===== config.mk =====
export PLATFORM = sky130hd
export DESIGN_NAME = inst_fetch
export DESIGN_NICKNAME = d
export VERILOG_FILES = /design/src/rtl/inst_fetch_pkg.sv /design/src/rtl/inst_fetch_pc_reg.sv /design/src/rtl/inst_fetch.sv
export SDC_FILE = /design/constraint.sdc
export NUM_CORES = 1
export LEC_CHECK = 0
export CORE_ASPECT_RATIO = 1.1
export CORE_MARGIN = 2
export CORE_UTILIZATION = 47
export CTS_CLUSTER_SIZE = 16
export DETAILED_ROUTE_END_ITERATION = 16
export PLACE_DENSITY = 0.85
export SKIP_CTS_REPAIR_TIMING = 1
export SYNTH_ARGS = -nofsm -noshare
export SYNTH_HDL_FRONTEND = slang
export SYNTH_SLANG_ARGS = --single-unit

===== constraint.sdc =====
create_clock -name clk -period 4.8 [get_ports clk]
set_clock_uncertainty 0.2 [all_clocks]
set_input_delay 0.48 -clock clk [delete_from_list [all_inputs] [get_ports clk]]
set_output_delay 0.48 -clock clk [all_outputs]
set_load 0.05 [all_outputs]

===== src/rtl/inst_fetch_pkg.sv =====
// Shared definitions for the instruction fetch unit: datapath width, reset PC,
// NOP encoding and FSM state encodings.
package inst_fetch_pkg;

    localparam int unsigned RegBus = 32;

    localparam logic [31:0]        ResetPcDefault = 32'h8000_0000;
    localparam logic [RegBus-1:0]  NopInst        = 32'h0000_0013;

    // Clears the byte offset of a target so fetch addresses stay word-aligned.
    localparam logic [31:0]        WordMask       = 32'hFFFF_FFFC;

    typedef enum logic [1:0] {
        StIdle,
        StReq,
        StWait,
        StHold
    } fetch_state_e;

endpackage


===== src/rtl/inst_fetch_pc_reg.sv =====
// Program counter register with next-PC selection: redirect beats advance,
// advance adds 4 (wrapping), otherwise hold.
module pc_reg
    import inst_fetch_pkg::*;
#(
    parameter logic [31:0] RESET_PC = ResetPcDefault
) (
    input  logic        clk,
    input  logic        rst,
    input  logic        redirect_valid,
    input  logic [31:0] redirect_pc,
    input  logic        advance,
    output logic [31:0] pc
);

    logic [31:0] pc_d;
    logic [31:0] pc_q;

    // Next-PC mux.
    always_comb begin
        pc_d = pc_q;
        if (redirect_valid) begin
            pc_d = redirect_pc & WordMask;
        end else if (advance) begin
            pc_d = pc_q + 32'd4;
        end
    end

    // PC state register.
    always_ff @(posedge clk or posedge rst) begin
        if (rst) begin
            pc_q <= RESET_PC & WordMask;
        end else begin
            pc_q <= pc_d;
        end
    end

    assign pc = pc_q;

endmodule


===== src/rtl/inst_fetch.sv =====
// Instruction fetch unit: issues one memory request at a time, buffers the
// returned word for the decoder, and discards responses made stale by a redirect.
module inst_fetch
    import inst_fetch_pkg::*;
#(
    parameter logic [31:0] RESET_PC = ResetPcDefault
) (
    input  logic              clk,
    input  logic              rst,
    output logic              imem_req_valid,
    input  logic              imem_req_ready,
    output logic [31:0]       imem_addr,
    input  logic              imem_rsp_valid,
    input  logic [31:0]       imem_rsp_data,
    input  logic              redirect_valid,
    input  logic [31:0]       redirect_pc,
    output logic              inst_valid,
    input  logic              inst_ready,
    output logic [RegBus-1:0] inst,
    output logic [31:0]       inst_pc
);

    fetch_state_e      state_d, state_q;
    logic              drop_d, drop_q;
    logic [RegBus-1:0] inst_d, inst_q;
    logic [31:0]       inst_pc_d, inst_pc_q;
    logic              advance;
    logic [31:0]       pc;

    pc_reg #(
        .RESET_PC (RESET_PC)
    ) u_pc_reg (
        .clk            (clk),
        .rst            (rst),
        .redirect_valid (redirect_valid),
        .redirect_pc    (redirect_pc),
        .advance        (advance),
        .pc             (pc)
    );

    // Next-state, drop-flag and instruction buffer update.
    always_comb begin
        state_d   = state_q;
        drop_d    = drop_q;
        inst_d    = inst_q;
        inst_pc_d = inst_pc_q;
        advance   = 1'b0;
        unique case (state_q)
            StIdle: begin
                state_d = StReq;
            end
            StReq: begin
                if (imem_req_ready) begin
                    state_d = StWait;
                    // Old address was accepted; its response must not reach decode.
                    if (redirect_valid) begin
                        drop_d = 1'b1;
                    end
                end
            end
            StWait: begin
                if (imem_rsp_valid) begin
                    if (drop_q || redirect_valid) begin
                        drop_d  = 1'b0;
                        state_d = StReq;
                    end else begin
                        inst_d    = imem_rsp_data;
                        inst_pc_d = pc;
                        state_d   = StHold;
                    end
                end else if (redirect_valid) begin
                    drop_d = 1'b1;
                end
            end
            StHold: begin
                if (redirect_valid) begin
                    state_d = StReq;
                end else if (inst_ready) begin
                    advance = 1'b1;
                    state_d = StReq;
                end
            end
            default: begin
                state_d = StIdle;
            end
        endcase
    end

    // FSM and buffer registers.
    always_ff @(posedge clk or posedge rst) begin
        if (rst) begin
            state_q   <= StIdle;
            drop_q    <= 1'b0;
            inst_q    <= NopInst;
            inst_pc_q <= RESET_PC;
        end else begin
            state_q   <= state_d;
            drop_q    <= drop_d;
            inst_q    <= inst_d;
            inst_pc_q <= inst_pc_d;
        end
    end

    assign imem_req_valid = (state_q == StReq);
    assign imem_addr      = pc;
    assign inst_valid     = (state_q == StHold);
    assign inst           = inst_q;
    assign inst_pc        = inst_pc_q;

endmodule


==> results.yml <==
final_layout:
  n_antenna_cell: 0
  area_growth_pct: 43.19
  drive_gt1_frac: 0.2000
  layout.nets: 579
  finalNonFillerCells: 624
  largest_reg_flops: 32
global_route:
  grt_pass1_vias: 3406
  grt_pass1_wl_mm: 16.93
  grt_usage: 0.2236
  grt_max_degree: 67
  antenna_found_initial: 0
  overflow: 0
die:
  rows: 36
  start_util: 0.4825
  io_pins: 168
  fp.dieArea_sq_um: 9891
  die_w_microns: 95.01
  core_area_sq_um: 8874
  die_y_microns: 104.1
drt:
  vias: 3240
  dr.pass1.iters: 4
  drc: 0
  routed_wl_mm: 10.59
  vias_per_cell: 5.192
  wl_per_cell_microns: 16.98
  ant_nets: 0
  first_iter_violations: 98
setup_path:
  crit_buf_inv: 2
  startpoint_type: "flip-flop"
  crit_arrival_ps: 2740
  regToRegEndpoint: "inst[25]$_DFFE_PP0P_"
  r2r_slack_ps: 2120
  crit_chain: "inv_1, ha_1, and3_2, buf_4, mux2_2"
  crit_family: "simple AND/OR/NAND/NOR gates"
  rr_startpoint: "state_q[0]$_DFFE_PP0P_"
  end_kind: "flip-flop"
  r2r_cells: 5
  path_class: "reg -> reg"
  slowest_stage: "and3_2"
  cp_slowest_stage_delay_ps: 770
  crit_fanout: 34
  required_ps: 4860
timing:
  fin_crit_sh: 0.5586
  setup_tns_ps: 0
  finalHoldViolCount: 0
  fmax_mhz: 373.0
  setup_violations: 0
  worst_pin_slew_ps: 840.7
  setup_slack_ps: 2119
  drv_slew: 0
  slew_headroom: 0.4395
  period_minus_slack_ps: 2681
  rsz0062_at_grt: "false"
  fin_hold_ws_ps: 312.6
job:
  cap_violations: 0
yosys:
  synth_cell_type_count: 36
  synth_area_sq_um: 4282
  synth_area_leaders: "dfrtp_1 (53%), mux2_2 (17%), xnor2_1 (4.3%), nand2_1 (3.4%), dfstp_2 (3.1%)"
  synth.most_common_cell: "dfrtp_1"
  synth_area_leader_cell: "dfrtp_1"
  yosys_warnings: 0
  yosys-top-cells-count: "dfrtp_1 (90), mux2_2 (64), nand2_1 (39)"
  syn_inst: 350
  ys.flop_type: "dfrtp_1"
  ys_async_sr_fraction: 1.000
  synth_top_area_frac: 0.5260
  synth-seq-area-share: 0.5567
  ys_ff_latch: 95
  synth_area_per_cell_sq_um: 12.23
  synth_edf_count: 0
placement:
  post-place-ws_ps: 1851
  port_buffers: 161
  dp_hpwl_mm: 7.615
  dp.cells: 608
  gp_congestion: 0.8159
worst_hold_path:
  hold_depth: 1
  hp-start: "inst[13]$_DFFE_PP0P_"
  min_path_type: "reg -> reg"
  holdPathEnd: "inst[13]$_DFFE_PP0P_"
cts:
  htreeDepth: 3
  clk_path_buf_depth: 2
  numCtsBuffers: 9
  cts_tree: "yes"
  cts-root-buf: "clkbuf_8"
  cts_num_sinks: 95
  clkLatencyLatePin_ps: 360
  clk_pin_slew_ps: 90
status:
  outcome: "completed"
power_and_ir_drop:
  power_leakage_nw: 2.586
  p_per_area_nw_per_um2: 530.1
  ir_drop_mv: 0.3699
-- cells by family after synthesis --
logic type,count (synthesis),share of synthesized area
AOI/OAI and AO/OA,36,0.04296
xor gates and xnor gates,29,0.05932
adders and majority gates,4,0.01169
buffers and inverters,28,0.03448
DFF,95,0.5567
muxes,65,0.1707
other,1,0.0008758
and+or+nand+nor,92,0.1233
-- where the power goes --
| part | internal, W | switching, W | total (W) |
|---|---|---|---|
| logic | 0.000575 | 0.00101 | 0.00158 |
| clock network | 0.000219 | 0.000287 | 0.000507 |
| registers | 0.00102 | 0.000141 | 0.00116 |
-- cell type report --
class                   instances  area [sq um]
flip-flops and latches         95          2384
well taps                     114         142.6
multi-input cells             230          1763
repair buffers                164          1629
clock inverters                 5         40.04
inverters                       5         21.27
fillers                       645          2743
clock buffers                  11         151.4
-- metal layers --
metal,track usage,wire length (microns)
met5,0,0
met4,0.1149,373
met3,0.03913,562
met2,0.3820,5496
met1,0.2655,4161
-- cell usage in the layout, fill, tap and decap left out, drive strengths merged, types with 2 or more instances in the layout --
cell and n:
a21oi 4, and2 2, and3 4, and4 4
buf 4, clkbuf 11, clkdlybuf4s50 160, clkinvlp 3
conb 4, dfrtp 90, dfstp 5, ha 4
inv 6, mux2 64, nand2 39, nand3 15
nand4 3, nor2 6, nor3 9, nor4 7
o21ai 30, xnor2 21, xor2 8
-- stage by stage --
step             util  instance area (sq um)  total power [W]
4_1_cts        0.6909                   6131         0.003278
2_1_floorplan       -                   4293         0.002196
3_3_place_gp   0.6693                   5939         0.002724
3_5_place_dp   0.6693                   5939         0.002764
6_report       0.6909                   6131         0.003250
5_1_grt        0.6909                   6131         0.003387
-- how the worst max path moves through the flow --
| stage | from | endpoint | slack, ps | depth (start not counted) |
|---|---|---|---|---|
| floorplan | rst | drop_q$_DFFE_PP0P_ | 1650 | 1 |
| global placement | imem_rsp_valid | inst[27]$_DFFE_PP0P_ | 1910 | 4 |
| detailed placement | imem_rsp_valid | inst[25]$_DFFE_PP0P_ | 1850 | 4 |
| CTS | state_q[0]$_DFFE_PP0P_ | inst[25]$_DFFE_PP0P_ | 2090 | 5 |
| global route | state_q[0]$_DFFE_PP0P_ | inst[25]$_DFFE_PP0P_ | 1970 | 5 |
| finish | state_q[0]$_DFFE_PP0P_ | inst[25]$_DFFE_PP0P_ | 2120 | 5 |
-- worst reg2reg max path, cell delays in order, from the launching register on --
cell	delay [ps]
dfrtp_1	420
inv_1	70
ha_1	220
and3_2	770
buf_4	490
mux2_2	400
No activity file was read; power rests on OpenSTA's default activity.
